### src/rtl/vram_writer.sv
// Host-side pixel write port for shared VRAM: requests are buffered in a FIFO and
// committed with a SETUP/STROBE/HOLD bus cycle only while the display is blanking.
module vram_writer #(
  parameter int DEPTH  = 8,
  parameter int DATA_W = 8
) (
  input  logic                     CLK,
  input  logic                     RST,
  input  logic                     REQ_VALID,
  output logic                     REQ_READY,
  input  logic [15:0]              REQ_ADDR,
  input  logic [DATA_W-1:0]        REQ_DATA,
  input  logic                     DISP_OE,
  output logic                     MEM_EN,
  output logic [15:0]              MEM_ADDR,
  output logic [DATA_W-1:0]        MEM_DATA,
  output logic                     MEM_WE,
  output logic [$clog2(DEPTH):0]   PENDING
);
  localparam int AW = $clog2(DEPTH);
  localparam logic [AW:0] FULL = (AW+1)'(DEPTH);

  typedef struct packed {
    logic [15:0]       addr;
    logic [DATA_W-1:0] data;
  } req_t;

  typedef enum logic [1:0] {IDLE, SETUP, STROBE, HOLD} state_t;

  state_t        state;
  req_t          fifo [DEPTH];
  req_t          head;
  logic [AW-1:0] wr_ptr, rd_ptr;
  logic [AW:0]   count;
  logic          push, pop;

  assign REQ_READY = RST & (count != FULL);
  assign push      = REQ_VALID & REQ_READY;
  // The entry leaves the FIFO only once the strobe is committed, so an abort in SETUP retries it.
  assign pop       = (state == SETUP) & ~DISP_OE;
  assign head      = fifo[rd_ptr];
  assign PENDING   = count;

  always_ff @(posedge CLK) begin
    if (push) fifo[wr_ptr] <= {REQ_ADDR, REQ_DATA};
  end

  always_ff @(posedge CLK) begin
    if (!RST) begin
      wr_ptr <= '0;
      rd_ptr <= '0;
      count  <= '0;
    end else begin
      if (push) wr_ptr <= wr_ptr + 1'b1;
      if (pop)  rd_ptr <= rd_ptr + 1'b1;
      case ({push, pop})
        2'b10:   count <= count + 1'b1;
        2'b01:   count <= count - 1'b1;
        default: count <= count;
      endcase
    end
  end

  always_ff @(posedge CLK) begin
    if (!RST) begin
      state    <= IDLE;
      MEM_EN   <= 1'b0;
      MEM_WE   <= 1'b0;
      MEM_ADDR <= '0;
      MEM_DATA <= '0;
    end else begin
      case (state)
        IDLE: if (count != '0 && !DISP_OE) begin
          state    <= SETUP;
          MEM_EN   <= 1'b1;
          MEM_ADDR <= head.addr;
          MEM_DATA <= head.data;
        end
        SETUP: if (DISP_OE) begin
          state  <= IDLE;
          MEM_EN <= 1'b0;
        end else begin
          state  <= STROBE;
          MEM_WE <= 1'b1;
        end
        STROBE: begin
          state  <= HOLD;
          MEM_WE <= 1'b0;
        end
        HOLD: if (count != '0 && !DISP_OE) begin
          state    <= SETUP;
          MEM_ADDR <= head.addr;
          MEM_DATA <= head.data;
        end else begin
          state  <= IDLE;
          MEM_EN <= 1'b0;
        end
        default: begin
          state  <= IDLE;
          MEM_EN <= 1'b0;
          MEM_WE <= 1'b0;
        end
      endcase
    end
  end
endmodule

### config.mk
export PLATFORM = sky130hd
export DESIGN_NAME = vram_writer
export DESIGN_NICKNAME = d
export VERILOG_FILES = /design/src/rtl/vram_writer.sv
export SDC_FILE = /design/constraint.sdc
export NUM_CORES = 1
export LEC_CHECK = 0
export ABC_AREA = 1
export ABC_CLOCK_PERIOD_IN_PS = 4800
export CAP_MARGIN = 0
export CORE_MARGIN = 2
export CORE_UTILIZATION = 35
export CTS_BUF_LIST = sky130_fd_sc_hd__clkbuf_4
export CTS_CLUSTER_DIAMETER = 50
export DETAILED_ROUTE_END_ITERATION = 10
export PLACE_DENSITY_LB_ADDON = 0.08
export RECOVER_POWER = 25
export SYNTH_ARGS = -nofsm -noshare
export SYNTH_HDL_FRONTEND = slang
export SYNTH_SLANG_ARGS = --single-unit
### constraint.sdc
create_clock -name CLK -period 4.8 [get_ports CLK]
set_clock_uncertainty 0.15 [all_clocks]
set_input_delay 1.2 -clock CLK [delete_from_list [all_inputs] [get_ports CLK]]
set_output_delay 1.2 -clock CLK [all_outputs]
set_load 0.01 [all_outputs]
==> results.sh, run 1 <==
export IMPL_ys_top_cells_by_count="nand2_1 (285), edfxtp_1 (192), inv_1 (161)"
export IMPL_cts_sinks=230
export IMPL_synth_seq_cells=230
export IMPL_worst_pin_slew_ps=1180
export IMPL_cts_hold_buf=0
export IMPL_antenna_left=0
export IMPL_ys_top_cells_by_area="edfxtp_1 (59%), nand2_1 (11%), nand3_1 (7.9%), dfxtp_1 (7.8%), inv_1 (6.2%)"
export IMPL_drt_wl_total_um=23700
export IMPL_dieArea_um2=29400
export IMPL_synthArstFlopShare_pct=0
export IMPL_ioPinCount=59
export IMPL_critPathKind="in -> out"
export IMPL_gp_congestion=0.736
export IMPL_antenna_found_initial=1
export IMPL_insertion_delay_ps=640
export IMPL_cts_max_path_buffers=3
export IMPL_grt_max_degree=99
export IMPL_cp_end_kind="primary output"
export IMPL_cts_root_buf="clkbuf_4"
export IMPL_postSynthAreaPerCell_um2=10.2
export IMPL_required_ps=3450
export IMPL_start_kind="input pin"
export IMPL_synth_nets=1000
export IMPL_max_freq_ghz=0.251
export IMPL_tns_ps=0
export IMPL_use_met3_pct=3.27
export IMPL_nFillCells=2724
export IMPL_hpwl_um=12100
export IMPL_die_h_um=171
export IMPL_postCtsSetupRepairBufs=0
export IMPL_final_util_pct=42.3
export IMPL_die_x_um=171
export IMPL_crit_arrival_ps=2630
export IMPL_cts_repair_resized=0
export IMPL_first_pass_iters=4
export IMPL_seq_area_frac_synth_pct=66.5
export IMPL_syn_inst=962
export IMPL_top_usage_layer="met2"
export IMPL_synth_top_area_share_pct=58.7
export IMPL_netlist_area_um2=9810
export IMPL_place_port_buffers=58
export IMPL_clkSlewWorstSetupHoldPaths_ps=60
export IMPL_power_density_nw_per_um2=466
export IMPL_synth_most_common_cell="nand2_1"
export IMPL_cap_violations=0
export IMPL_hold_viol=0
export IMPL_status="completed"
export IMPL_drc=0
export IMPL_htreeDepth=3
export IMPL_synth_edff_count=192
export IMPL_hold_class="reg -> reg"
export IMPL_synthFlopType="edfxtp_1"
export IMPL_start_util_pct=35.4
export IMPL_p_leak_nw=4.88
export IMPL_drv_slew=0
export IMPL_ir_worst_vdd_mv=0.186
export IMPL_layout_nets=1104
export IMPL_grt_use_total_pct=16.8
export IMPL_rows=61
export IMPL_relSlewSlack_pct=21.2
export IMPL_numCtsBuffers=67
export IMPL_yosys_warnings=0
export IMPL_synth_top_area_cell="edfxtp_1"
export IMPL_cts_tree="yes"
export IMPL_overflow=0
export IMPL_drive_above_1_share_pct=13.9
export IMPL_routedWlPerCell_um=15.8
export IMPL_finalSetupViolCount=0
export IMPL_worstPathMaxFanout=9
export IMPL_use_met1_pct=22.2
export IMPL_syn_to_final_growth_pct=19.5
export IMPL_synth_cell_types=28
export IMPL_grt_pass1_vias=6409
export IMPL_post_route_period_util_pct=83.0
export IMPL_route_vias_total=6616
export IMPL_grt_met2_usage_pct=27.1
export IMPL_grt_pass1_wl_um=36500
export IMPL_rsz0062_at_grt="false"
export IMPL_min_period_ps=3980
export IMPL_first_iter_violations=365
export IMPL_fp_coreArea_um2=27700
export IMPL_vias_per_cell=4.41
final cells by class:
| type | instances | area [um^2] | share of cell area [%] |
|---|---|---|---|
| Sequential cell | 230 | 6530 | 55.7 |
| Clock inverter | 14 | 133 | 1.13 |
| Timing Repair Buffer | 79 | 751 | 6.40 |
| Multi-Input combinational cell | 524 | 2400 | 20.5 |
| Antenna cell | 1 | 2.50 | 0.0213 |
| Inverter | 164 | 618 | 5.27 |
| Tap cell | 378 | 473 | 4.03 |
| Clock buffer | 109 | 818 | 6.98 |
cells by family (layout without fill, tap and decap cells):
logic type / count (synthesis) / after routing / share of synthesized area, %
and+or+nand+nor: 464 / 464 / 20.0
DFF: 230 / 230 / 66.5
buffers and inverters: 208 / 366 / 9.41
AOI/OAI and AO/OA: 46 / 46 / 2.47
adders and majority gates: 10 / 10 / 1.27
xor gates and xnor gates: 4 / 4 / 0.357
other: 0 / 1 / 0
stage by stage:
step / std cells / instance area (um^2) / power [mW] / hold WS, ps / setup WS, ps
after floorplan: 962 / 9810 / 3.13 / 322 / 1030
after detailed placement: 1375 / 10800 / 3.54 / 305 / 824
after CTS: 1498 / 11700 / 5.58 / 314 / 813
after global placement: 1375 / 10800 / 3.54 / 301 / 860
final: 1499 / 11700 / 5.47 / 311 / 818
after global routing: 1499 / 11700 / 5.82 / 334 / 738
worst max-delay path, cell delays in order:
cell and delay (ps):
clkdlybuf4s50_1 460, buf_4 150, inv_1 50, a31oi_1 200, clkdlybuf4s50_1 570
sequential cells by signal, indices dropped and copies added, names as in the netlist, named ones only:
register  flops
fifo        192
MEM_ADDR     16
MEM_DATA      8
PENDING       4
rd_ptr        3
wr_ptr        3
MEM_EN        1
MEM_WE        1
state         1
report_power, final:
part	switching [mW]	leakage, nW	total (mW)	internal (mW)
Combinational	0.708	2.27	1.11	0.400
Sequential	0.0772	2.05	2.36	2.28
Clock	0.812	0.566	2.00	1.19
routing by layer:
layer | vias up | wire length, um
met5 | - | 0
met4 | 0 | 533
met3 | 46 | 962
met2 | 141 | 11000
met1 | 3055 | 11200
li1 | 3374 | -
worst paths after layout:
path / end / start / slack [ps] / cells past startpoint
worst max-delay path: REQ_READY / RST / 820 / 5
worst min register to register: MEM_EN$_SDFFE_PN0P_ / MEM_EN$_SDFFE_PN0P_ / 310 / 2
worst min-delay path: MEM_EN$_SDFFE_PN0P_ / MEM_EN$_SDFFE_PN0P_ / 310 / 2
worst max register to register: PENDING[2]$_SDFFE_PN0P_ / PENDING[2]$_SDFFE_PN0P_ / 2310 / 13
cells in the final DEF (no fill, tap or decap), drive strengths merged:
master         synthesis  final
dfxtp                 38     38
clkbuf                 7    109
nor3                   8      8
ha                    10     10
nand3                154    154
a21oi                 36     36
xnor2                  2      2
nor2                  14     14
clkinv                 0     10
a31oi                  1      1
diode                  0      1
bufinv                 0      3
o21ai                  9      9
clkdlybuf4s50          0     40
xor2                   2      2
nand2                287    287
buf                   36     21
nand4                  1      1
edfxtp               192    192
dlygate4sd3            0     18
inv                  164    165
(Power assumes the default switching activity.)
==> run 2, diff against run 1 <==
--- a/config.mk
+++ b/config.mk
@@ -6,7 +6,7 @@
 export NUM_CORES = 1
 export LEC_CHECK = 0
 export ABC_AREA = 1
-export ABC_CLOCK_PERIOD_IN_PS = 4800
+export ABC_CLOCK_PERIOD_IN_PS = 3500
 export CAP_MARGIN = 0
 export CORE_MARGIN = 2
 export CORE_UTILIZATION = 35
==> constraint.sdc (replaced) <==
create_clock -name CLK -period 3.5 [get_ports CLK]
set_clock_uncertainty 0.15 [all_clocks]
set_input_delay 0.875 -clock CLK [delete_from_list [all_inputs] [get_ports CLK]]
set_output_delay 0.875 -clock CLK [all_outputs]
set_load 0.01 [all_outputs]
==> run 2 against run 1 <==
  * Combinational power is 36% higher
  * First-iteration DRC count is 9.3% lower
  * Total power is 35% higher
  * Count of clock-buffer cells in the layout is 3 higher
  * Critical path depth is 1 lower
  * Via count is 1.4% higher
  * Cell count is 0.53% higher
  * Non-clock buffer count is 7 higher
  * Register-to-register slack worse by 1000 ps
  * Critical endpoint unchanged
  * Largest power group unchanged
  * Highest routed layer unchanged
==> results.sh, run 2 (synthesized netlist as in run 1, its figures left out) <==
export IMPL_finalSetupViolCount=0
export IMPL_p_leak_nw=4.90
export IMPL_drt_wl_total_um=23000
export IMPL_required_ps=2470
export IMPL_nFillCells=2747
export IMPL_cts_sinks=230
export IMPL_clkSlewWorstSetupHoldPaths_ps=50
export IMPL_dieArea_um2=29400
export IMPL_antenna_found_initial=1
export IMPL_multi_input_comb_area_um2=2400
export IMPL_htreeDepth=3
export IMPL_status="completed"
export IMPL_top_layer_used="met4"
export IMPL_routedWlPerCell_um=15.3
export IMPL_start_util_pct=35.4
export IMPL_post_route_period_util_pct=91.2
export IMPL_r2r_start="state[0]$_SDFFE_PN0P_"
export IMPL_die_x_um=171
export IMPL_largest_reg_flops=192
export IMPL_grt_pass1_wl_um=36000
export IMPL_cp_end_kind="primary output"
export IMPL_hp_start="MEM_ADDR[14]$_SDFFE_PN0P_"
export IMPL_drv_slew=0
export IMPL_max_flop_register="fifo"
export IMPL_r2r_cells=12
export IMPL_rows=61
export IMPL_layout_commonest_cell="nand2_1"
export IMPL_wirelength_met1_um=11000
export IMPL_start_kind="input pin"
export IMPL_grt_pass1_vias=6452
export IMPL_r2r_slack_ps=1310
export IMPL_crit_arrival_ps=2170
export IMPL_antenna_left=0
export IMPL_cts_tree="yes"
export IMPL_hold_viol=0
export IMPL_cap_violations=0
export IMPL_min_to="MEM_ADDR[14]$_SDFFE_PN0P_"
export IMPL_ioPinCount=59
export IMPL_overflow=0
export IMPL_min_path_cells=2
export IMPL_layout_nets=1111
export IMPL_cts_hold_buf=0
export IMPL_route_vias_total=6709
export IMPL_place_port_buffers=58
export IMPL_seq_area_um2=6530
export IMPL_fp_coreArea_um2=27700
export IMPL_grt_max_degree=85
export IMPL_first_pass_iters=4
export IMPL_final_cell_mix="nand2_1 (285), edfxtp_1 (192), inv_1 (160), nand3_1 (154), clkbuf_4 (112)"
export IMPL_hpwl_um=12300
export IMPL_numCtsBuffers=67
export IMPL_top_regs="fifo: 192 flops, MEM_ADDR: 16 flops, MEM_DATA: 8 flops"
export IMPL_cts_root_buf="clkbuf_4"
export IMPL_power_density_nw_per_um2=629
export IMPL_ir_worst_vdd_mv=0.233
export IMPL_postCtsSetupRepairBufs=0
export IMPL_relSlewSlack_pct=34.3
export IMPL_vias_per_cell=4.45
export IMPL_rsz0062_at_grt="false"
export IMPL_hold_class="reg -> reg"
export IMPL_worst_pin_slew_ps=986
export IMPL_min_period_ps=3190
export IMPL_placed_area_um2=10800
export IMPL_total_power_mw=7.38
export IMPL_tns_ps=0
export IMPL_drive_above_1_share_pct=14.6
export IMPL_insertion_delay_ps=640
export IMPL_die_h_um=171
export IMPL_gp_congestion=0.712
export IMPL_max_freq_ghz=0.313
export IMPL_cts_repair_resized=0
export IMPL_design_area_um2=11700
export IMPL_critPathKind="in -> out"
export IMPL_grt_use_total_pct=16.4
export IMPL_drc=0
export IMPL_syn_to_final_growth_pct=19.6
export IMPL_met3_length_um=832
export IMPL_worstPathMaxFanout=2
export IMPL_r2r_end="PENDING[2]$_SDFFE_PN0P_"
export IMPL_cts_max_path_buffers=3
export IMPL_wl_met2_um=10600
export IMPL_first_iter_violations=331
run 2: layer usage:
metal / GRT usage (%) / vias to the layer above
met5: 0 / -
met3: 3.50 / 48
met4: 6.67 / 0
li1: - / 3392
met1: 22.0 / 3143
met2: 26.0 / 126
run 2: worst max-delay path by stage:
stage               from              endpoint  slack (ps)  cells after the start
6_report             RST             REQ_READY         310                      4
5_1_grt              RST             REQ_READY         250                      4
4_1_cts              RST             REQ_READY         290                      4
3_5_place_dp         RST             REQ_READY         300                      4
3_3_place_gp         RST             REQ_READY         330                      4
2_1_floorplan  REQ_VALID  fifo[4][0]$_DFFE_PP_          50                      3
run 2: where the power goes:
group / internal (mW) / switching [mW] / leakage, nW / total (mW)
registers: 3.13 / 0.108 / 2.05 / 3.24
clock network: 1.51 / 1.11 / 0.551 / 2.62
logic: 0.560 / 0.954 / 2.30 / 1.51
total: 5.21 / 2.17 / 4.90 / 7.38
run 2: worst max-delay path, stage by stage:
cell	delay (ps)
clkdlybuf4s50_1	480
inv_1	50
a31oi_1	190
clkdlybuf4s50_1	570
run 2: final cells by class:
type / instances / area share [%]
flip-flops and latches: 230 / 55.7
clock inverters: 12 / 0.640
well taps: 378 / 4.03
diodes: 1 / 0.0213
multi-input cells: 524 / 20.5
inverters: 164 / 5.27
repair buffers: 86 / 6.74
clock buffers: 112 / 7.16
run 2: stage by stage:
step	setup slack, ps	hold WS (ps)	std cells	util, %
after floorplan	50.9	322	962	-
after global placement	326	303	1382	39.0
after detailed placement	303	306	1382	39.0
after CTS	293	316	1506	42.4
after global routing	246	332	1507	42.4
final	307	314	1507	42.4
==> run 3, diff against run 2 <==
--- a/config.mk
+++ b/config.mk
@@ -11,7 +11,7 @@
 export CORE_MARGIN = 2
 export CORE_UTILIZATION = 35
 export CTS_BUF_LIST = sky130_fd_sc_hd__clkbuf_4
-export CTS_CLUSTER_DIAMETER = 50
+export CTS_CLUSTER_DIAMETER = 40
 export DETAILED_ROUTE_END_ITERATION = 10
 export PLACE_DENSITY_LB_ADDON = 0.08
 export RECOVER_POWER = 25
==> results of run 3 <==
Same layout as run 2: the final DEF is identical, and so are final timing and power.
